<file path="src/rtl/butterfly_pkg.sv">
// ButterFly core shared types for the load/store unit.
// Holds the access-size and LSU state encodings, the default bus timeout
// and the alignment rule shared by the LSU datapath.
package butterfly_pkg;

  typedef enum logic [1:0] {
    LSU_BYTE = 2'b00,
    LSU_HALF = 2'b01,
    LSU_WORD = 2'b10
  } lsu_size_e;

  typedef enum logic [1:0] {
    LSU_IDLE = 2'b00,
    LSU_BUS  = 2'b01,
    LSU_RESP = 2'b10
  } lsu_state_e;

  localparam int unsigned LSU_TIMEOUT_DEFAULT = 255;

  // Size 2'b11 has no encoding and is rejected the same way as a misaligned access.
  function automatic logic lsu_is_misaligned(input logic [1:0] size, input logic [1:0] addr_lo);
    logic bad;
    bad = 1'b0;
    case (size)
      LSU_BYTE: bad = 1'b0;
      LSU_HALF: bad = addr_lo[0];
      LSU_WORD: bad = (addr_lo != 2'b00);
      default:  bad = 1'b1;
    endcase
    return bad;
  endfunction

endpackage

</file>
<file path="src/rtl/butterfly_lsu_align.sv">
// Combinational byte-lane steering for the ButterFly LSU.
// Ports:
//   st_size, st_addr_lo, st_wdata   : store request (size, byte offset, right-justified data)
//   st_wstrb, st_wdata_lanes        : byte strobes and lane-replicated store data
//   misalign                        : request is misaligned or has an illegal size
//   ld_size, ld_unsigned, ld_addr_lo: latched load attributes
//   ld_rdata                        : raw word from the data bus
//   ld_data                         : selected lane, sign- or zero-extended
module butterfly_lsu_align
  import butterfly_pkg::*;
(
  input  logic [1:0]  st_size,
  input  logic [1:0]  st_addr_lo,
  input  logic [31:0] st_wdata,
  output logic [3:0]  st_wstrb,
  output logic [31:0] st_wdata_lanes,
  output logic        misalign,
  input  logic [1:0]  ld_size,
  input  logic        ld_unsigned,
  input  logic [1:0]  ld_addr_lo,
  input  logic [31:0] ld_rdata,
  output logic [31:0] ld_data
);

  logic [31:0] ld_shifted;

  always_comb begin
    st_wstrb       = 4'b0000;
    st_wdata_lanes = 32'h0;
    case (st_size)
      LSU_BYTE: begin
        st_wstrb       = 4'b0001 << st_addr_lo;
        st_wdata_lanes = {4{st_wdata[7:0]}};
      end
      LSU_HALF: begin
        st_wstrb       = 4'b0011 << st_addr_lo;
        st_wdata_lanes = {2{st_wdata[15:0]}};
      end
      LSU_WORD: begin
        st_wstrb       = 4'b1111;
        st_wdata_lanes = st_wdata;
      end
      default: ;
    endcase
  end

  assign misalign = lsu_is_misaligned(st_size, st_addr_lo);

  // Shift the addressed lane down to bit 0; halves are already known aligned.
  assign ld_shifted = ld_rdata >> {ld_addr_lo, 3'b000};

  always_comb begin
    ld_data = 32'h0;
    case (ld_size)
      LSU_BYTE: ld_data = {{24{~ld_unsigned & ld_shifted[7]}}, ld_shifted[7:0]};
      LSU_HALF: ld_data = {{16{~ld_unsigned & ld_shifted[15]}}, ld_shifted[15:0]};
      LSU_WORD: ld_data = ld_rdata;
      default:  ;
    endcase
  end

endmodule

</file>
<file path="src/rtl/butterfly_lsu.sv">
// ButterFly load/store unit: one request at a time from execute onto the
// word-addressed dmem valid/ready bus, with a response pulse to writeback.
// Ports:
//   clk_i, rst_n_i        : clock, synchronous active-low reset
//   req_*                 : request handshake and attributes from execute
//   rsp_*                 : one-cycle response (load data, tag, error flags)
//   busy_o                : high while not idle (pipeline stall)
//   dmem_*                : registered data-memory bus
//
// state    | meaning
// ---------+-----------------------------------------------------
// LSU_IDLE | ready for a request
// LSU_BUS  | dmem access in flight, waiting for ready or timeout
// LSU_RESP | response pulse to writeback
module butterfly_lsu
  import butterfly_pkg::*;
#(
  parameter int unsigned TIMEOUT_CYCLES = LSU_TIMEOUT_DEFAULT
) (
  input  logic        clk_i,
  input  logic        rst_n_i,
  input  logic        req_valid_i,
  output logic        req_ready_o,
  input  logic        req_we_i,
  input  logic [1:0]  req_size_i,
  input  logic        req_unsigned_i,
  input  logic [31:0] req_addr_i,
  input  logic [31:0] req_wdata_i,
  input  logic [4:0]  req_rd_i,
  output logic        rsp_valid_o,
  output logic [31:0] rsp_rdata_o,
  output logic [4:0]  rsp_rd_o,
  output logic        rsp_misalign_o,
  output logic        rsp_buserr_o,
  output logic        busy_o,
  output logic        dmem_valid_o,
  output logic        dmem_we_o,
  output logic [31:0] dmem_addr_o,
  output logic [31:0] dmem_wdata_o,
  output logic [3:0]  dmem_wstrb_o,
  input  logic [31:0] dmem_rdata_i,
  input  logic        dmem_ready_i
);

  // The down-counter is loaded with N-1 so terminal count zero marks the N-th BUS cycle.
  localparam bit          TO_EN   = (TIMEOUT_CYCLES != 0);
  localparam logic [15:0] TO_LOAD = TO_EN ? 16'(TIMEOUT_CYCLES - 1) : 16'd0;

  lsu_state_e  state_q, state_d;

  logic        we_q;
  logic [1:0]  size_q;
  logic        uns_q;
  logic [1:0]  addr_lo_q;
  logic [4:0]  rd_q;
  logic [15:0] cnt_q;

  logic        handshake;
  logic        bus_done;
  logic        bus_timeout;

  logic [3:0]  st_wstrb;
  logic [31:0] st_wdata_lanes;
  logic        misalign;
  logic [31:0] ld_data;

  butterfly_lsu_align u_align (
    .st_size        (req_size_i),
    .st_addr_lo     (req_addr_i[1:0]),
    .st_wdata       (req_wdata_i),
    .st_wstrb       (st_wstrb),
    .st_wdata_lanes (st_wdata_lanes),
    .misalign       (misalign),
    .ld_size        (size_q),
    .ld_unsigned    (uns_q),
    .ld_addr_lo     (addr_lo_q),
    .ld_rdata       (dmem_rdata_i),
    .ld_data        (ld_data)
  );

  assign handshake   = req_valid_i & (state_q == LSU_IDLE);
  assign bus_done    = (state_q == LSU_BUS) & dmem_ready_i;
  assign bus_timeout = TO_EN & (state_q == LSU_BUS) & ~dmem_ready_i & (cnt_q == 16'd0);

  always_comb begin
    state_d     = state_q;
    req_ready_o = 1'b0;
    busy_o      = 1'b1;
    case (state_q)
      LSU_IDLE: begin
        req_ready_o = 1'b1;
        busy_o      = 1'b0;
        if (handshake) state_d = misalign ? LSU_RESP : LSU_BUS;
      end
      LSU_BUS: begin
        if (bus_done || bus_timeout) state_d = LSU_RESP;
      end
      LSU_RESP: state_d = LSU_IDLE;
      default:  state_d = LSU_IDLE;
    endcase
  end

  always_ff @(posedge clk_i) begin
    if (!rst_n_i) begin
      state_q        <= LSU_IDLE;
      we_q           <= 1'b0;
      size_q         <= 2'b00;
      uns_q          <= 1'b0;
      addr_lo_q      <= 2'b00;
      rd_q           <= 5'd0;
      cnt_q          <= 16'd0;
      rsp_valid_o    <= 1'b0;
      rsp_rdata_o    <= 32'h0;
      rsp_rd_o       <= 5'd0;
      rsp_misalign_o <= 1'b0;
      rsp_buserr_o   <= 1'b0;
      dmem_valid_o   <= 1'b0;
      dmem_we_o      <= 1'b0;
      dmem_addr_o    <= 32'h0;
      dmem_wdata_o   <= 32'h0;
      dmem_wstrb_o   <= 4'b0000;
    end else begin
      state_q <= state_d;

      // Response fields live for the single RESP cycle only.
      rsp_valid_o    <= 1'b0;
      rsp_rdata_o    <= 32'h0;
      rsp_rd_o       <= 5'd0;
      rsp_misalign_o <= 1'b0;
      rsp_buserr_o   <= 1'b0;

      case (state_q)
        LSU_IDLE: begin
          if (handshake) begin
            we_q      <= req_we_i;
            size_q    <= req_size_i;
            uns_q     <= req_unsigned_i;
            addr_lo_q <= req_addr_i[1:0];
            rd_q      <= req_rd_i;
            if (misalign) begin
              rsp_valid_o    <= 1'b1;
              rsp_misalign_o <= 1'b1;
              rsp_rd_o       <= req_rd_i;
            end else begin
              dmem_valid_o <= 1'b1;
              dmem_we_o    <= req_we_i;
              dmem_addr_o  <= {req_addr_i[31:2], 2'b00};
              dmem_wstrb_o <= req_we_i ? st_wstrb : 4'b0000;
              dmem_wdata_o <= req_we_i ? st_wdata_lanes : 32'h0;
              cnt_q        <= TO_LOAD;
            end
          end
        end
        LSU_BUS: begin
          if (bus_done || bus_timeout) begin
            dmem_valid_o <= 1'b0;
            dmem_we_o    <= 1'b0;
            dmem_addr_o  <= 32'h0;
            dmem_wdata_o <= 32'h0;
            dmem_wstrb_o <= 4'b0000;
            rsp_valid_o  <= 1'b1;
            rsp_rd_o     <= rd_q;
            if (bus_done) begin
              rsp_rdata_o <= we_q ? 32'h0 : ld_data;
            end else begin
              rsp_buserr_o <= 1'b1;
            end
          end else if (cnt_q != 16'd0) begin
            cnt_q <= cnt_q - 16'd1;
          end
        end
        default: ;
      endcase
    end
  end

endmodule

</file>
<file path="config.mk">
export PLATFORM = sky130hd
export DESIGN_NAME = butterfly_lsu
export DESIGN_NICKNAME = d
export VERILOG_FILES = /design/src/rtl/butterfly_pkg.sv /design/src/rtl/butterfly_lsu_align.sv /design/src/rtl/butterfly_lsu.sv
export SDC_FILE = /design/constraint.sdc
export NUM_CORES = 1
export LEC_CHECK = 0
export CAP_MARGIN = 40
export CORE_MARGIN = 1
export CORE_UTILIZATION = 44
export CTS_CLUSTER_SIZE = 24
export DETAILED_ROUTE_END_ITERATION = 6
export PLACE_DENSITY = 0.8
export SETUP_SLACK_MARGIN = 0.3
export SYNTH_ARGS = -nofsm -noshare
export SYNTH_HDL_FRONTEND = slang
export SYNTH_SLANG_ARGS = --single-unit
</file>
<file path="constraint.sdc">
create_clock -name clk_i -period 2.6 [get_ports clk_i]
set_input_delay 0.39 -clock clk_i [delete_from_list [all_inputs] [get_ports clk_i]]
set_output_delay 0.39 -clock clk_i [all_outputs]
set_load 0.01 [all_outputs]
</file>
==> flow_metrics.env <==
export IMPL_cp_cell_sequence="buf_4, nor2_1, clkdlybuf4s50_1"
export IMPL_worst_path_buf_inv=2
export IMPL_worst_slack_ns=0.429
export IMPL_vias=5789
export IMPL_yosysSeqAreaShare=0.479
export IMPL_arrival_ns=1.78
export IMPL_area_delta_synth_final_pct=52.5
export IMPL_slowest_stage="clkdlybuf4s50_1"
export IMPL_drive_gt1_frac=0.0838
export IMPL_synthMuxAreaShare=0.0286
export IMPL_whs_ns=0.451
export IMPL_setup_viol=0
export IMPL_cts_path_max_buffers=2
export IMPL_max_slew_margin_rel=0.615
export IMPL_cts_sinks=137
export IMPL_worst_setup_path_start_kind="flop"
export IMPL_coreArea_sq_mm=0.0127
export IMPL_timing_fmax_mhz=461
export IMPL_hpwl_mm=13.0
export IMPL_synth_compound_gate_area_share=0.259
export IMPL_dpl_worst_slack_ns=0.101
export IMPL_path_clk_slew_ns=0.06
export IMPL_end_kind="output pin"
export IMPL_power_leakage_nw=3.30
export IMPL_clk_latency_ns=0.42
export IMPL_finish_net_count=981
export IMPL_synth_area_sq_mm=0.00572
export IMPL_status="finished clean"
export IMPL_drv_cap=0
export IMPL_wl_per_cell_um=16.9
export IMPL_netlist_instances=660
export IMPL_crit_family="buffers and inverters"
export IMPL_report_final_slew_viol_count=0
export IMPL_synth_seq_cells=137
export IMPL_grt_ovfl_total=0
export IMPL_ctsHoldBuffers=0
export IMPL_cts_tree="done"
export IMPL_grt_pass1_wl_mm=27.3
export IMPL_diodes=0
export IMPL_period_needed_ns=2.17
export IMPL_critPathKind="reg -> out"
export IMPL_drtIter0Drc=595
export IMPL_synthXorXnorAreaFrac=0
export IMPL_die_area_sq_mm=0.0135
export IMPL_async_flop_share=0
export IMPL_start_util=0.452
export IMPL_p_per_area_mw_per_mm2=668
export IMPL_synth_edf_count=0
export IMPL_rsz0062_at_grt="no"
export IMPL_cts_htree_levels=4
export IMPL_drc=0
export IMPL_synth_top_family_by_area="compound AO/OA/AOI/OAI gates"
export IMPL_clockRootBuffer="clkbuf_16"
export IMPL_synthAdderAreaFrac=0.00437
export IMPL_grt_antenna_before_repair=1
export IMPL_ys_flop_type="dfxtp_1"
export IMPL_synthSimpleGateAreaFrac=0.181
export IMPL_vias_per_cell=5.49
export IMPL_cts_made_buffers=17
export IMPL_fin_crit_sh=0.835
export IMPL_postRouteAntennaNets=0
export IMPL_path_max_fanout=14
export IMPL_drt_pass1_iterations=5
export IMPL_ys_warnings_count=0
export IMPL_drt_wl_total_mm=17.8
export IMPL_grt_max_degree=45
export IMPL_critPathRequiredTime_ns=2.21
export IMPL_hold_path_class="reg -> reg"
export IMPL_fin_worst_skew_ns=0.00755
export IMPL_vdd_drop_max_v=0.000484
export IMPL_die_w_um=116
export IMPL_row_count=41
export IMPL_finalHoldViolCount=0
export IMPL_gp_routability_congestion=0.886
export IMPL_yosysUniqueCellTypes=56
export IMPL_chipHeight_um=116
export IMPL_grtUsageTotal=0.264
export IMPL_rrSetupSlack_ns=0.48
export IMPL_port_buffers=218
export IMPL_syn_avg_cell_area_sq_um=8.67
export IMPL_fin_util=0.689
export IMPL_ios=221
export IMPL_grt_pass1_vias=5443
export IMPL_max_stage_delay_ns=0.60
export IMPL_worst_pin_slew_ns=0.573
## power breakdown
group,switching [mW],total (mW),internal (mW)
registers,0.101,2.32,2.21
clock network,0.933,2.41,1.47
logic,0.568,1.12,0.548
## state kept, by name, summed over array words and instances (netlist names), 2 cells and up
register	count
addr_lo_q	2
dmem_wstrb_o	4
rsp_rdata_o	32
dmem_wdata_o	32
rsp_rd_o	5
cnt_q	16
dmem_addr_o	30
state_q	2
size_q	2
rd_q	5
## placed cells by master (no fill, tap or decap), drive strengths merged, types with 20 or more instances in the layout
| master | instances |
|---|---|
| nor2b | 22 |
| clkbuf | 20 |
| dfxtp | 137 |
| a22oi | 29 |
| o21ai | 30 |
| a21oi | 87 |
| a22o | 30 |
| nand2 | 68 |
| clkdlybuf4s50 | 218 |
| nor2 | 80 |
| buf | 29 |
## kinds of logic (layout without fill, tap and decap cells)
kind of cell,count (synthesis),in the layout
AOI/OAI and AO/OA,226,226
and+or+nand+nor,216,216
DFF,137,137
buffers and inverters,63,285
muxes,15,15
adders and majority gates,2,2
other,1,2
## final timing paths
path | start | end | cells after the start
worst max-delay path | state_q[0]$_SDFFE_PN0P_ | req_ready_o | 3
worst min-delay path | dmem_valid_o$_SDFFE_PN0P_ | dmem_valid_o$_SDFFE_PN0P_ | 1
worst max register to register | cnt_q[0]$_SDFFE_PN0P_ | cnt_q[14]$_SDFFE_PN0P_ | 8
worst min register to register | dmem_valid_o$_SDFFE_PN0P_ | dmem_valid_o$_SDFFE_PN0P_ | 1
## cell type report
cell class,count,area [sq um]
Timing Repair Buffer,247,2430
Tap cell,172,215
Inverter,6,22.5
Sequential cell,137,2740
Clock buffer,20,457
Fill cell,1025,3940
Clock inverter,12,140
Multi-Input combinational cell,461,2730
## layer usage
metal	global-route usage	up-vias	wire length, um	share of wire
li1	-	2769	-	-
met1	0.329	2717	7330	0.41
met2	0.419	250	8700	0.49
met3	0.0711	51	1180	0.066
met4	0.135	2	597	0.033
met5	0	-	13	0.00073
## cell usage after synthesis (7+ instances only)
library cell	n	area [sq um]
nor2b_1	22	138
a21oi_1	87	435
a22oi_1	29	218
dfxtp_1	137	2740
buf_2	17	85.1
nor2_1	79	297
a211oi_1	15	113
o22ai_1	7	43.8
o21ai_0	27	135
clkbuf_1	32	120
a2bb2oi_1	9	78.8
mux2i_1	13	130
a22o_1	30	263
or3_1	8	50.1
nand2_1	68	255
## through the flow
stage | setup TNS [ns] | total power, mW | area [sq um] | cells
after floorplan | 0 | 2.94 | 5730 | 661
after global placement | -0.667 | 3.41 | 8080 | 1020
after detailed placement | 0 | 3.44 | 8100 | 1021
after CTS | 0 | 5.84 | 8700 | 1053
after global routing | 0 | 6.07 | 8730 | 1055
final | 0 | 5.84 | 8730 | 1055
## what timing repair did
item / in CTS / in global routing
hold endpoints to repair: 0 / 0
pin swaps: 0 / 1
resized for setup: 1 / 5
setup endpoints to repair: 1 / 48
buffers inserted: 0 / 2
(Power assumes the default switching activity.)
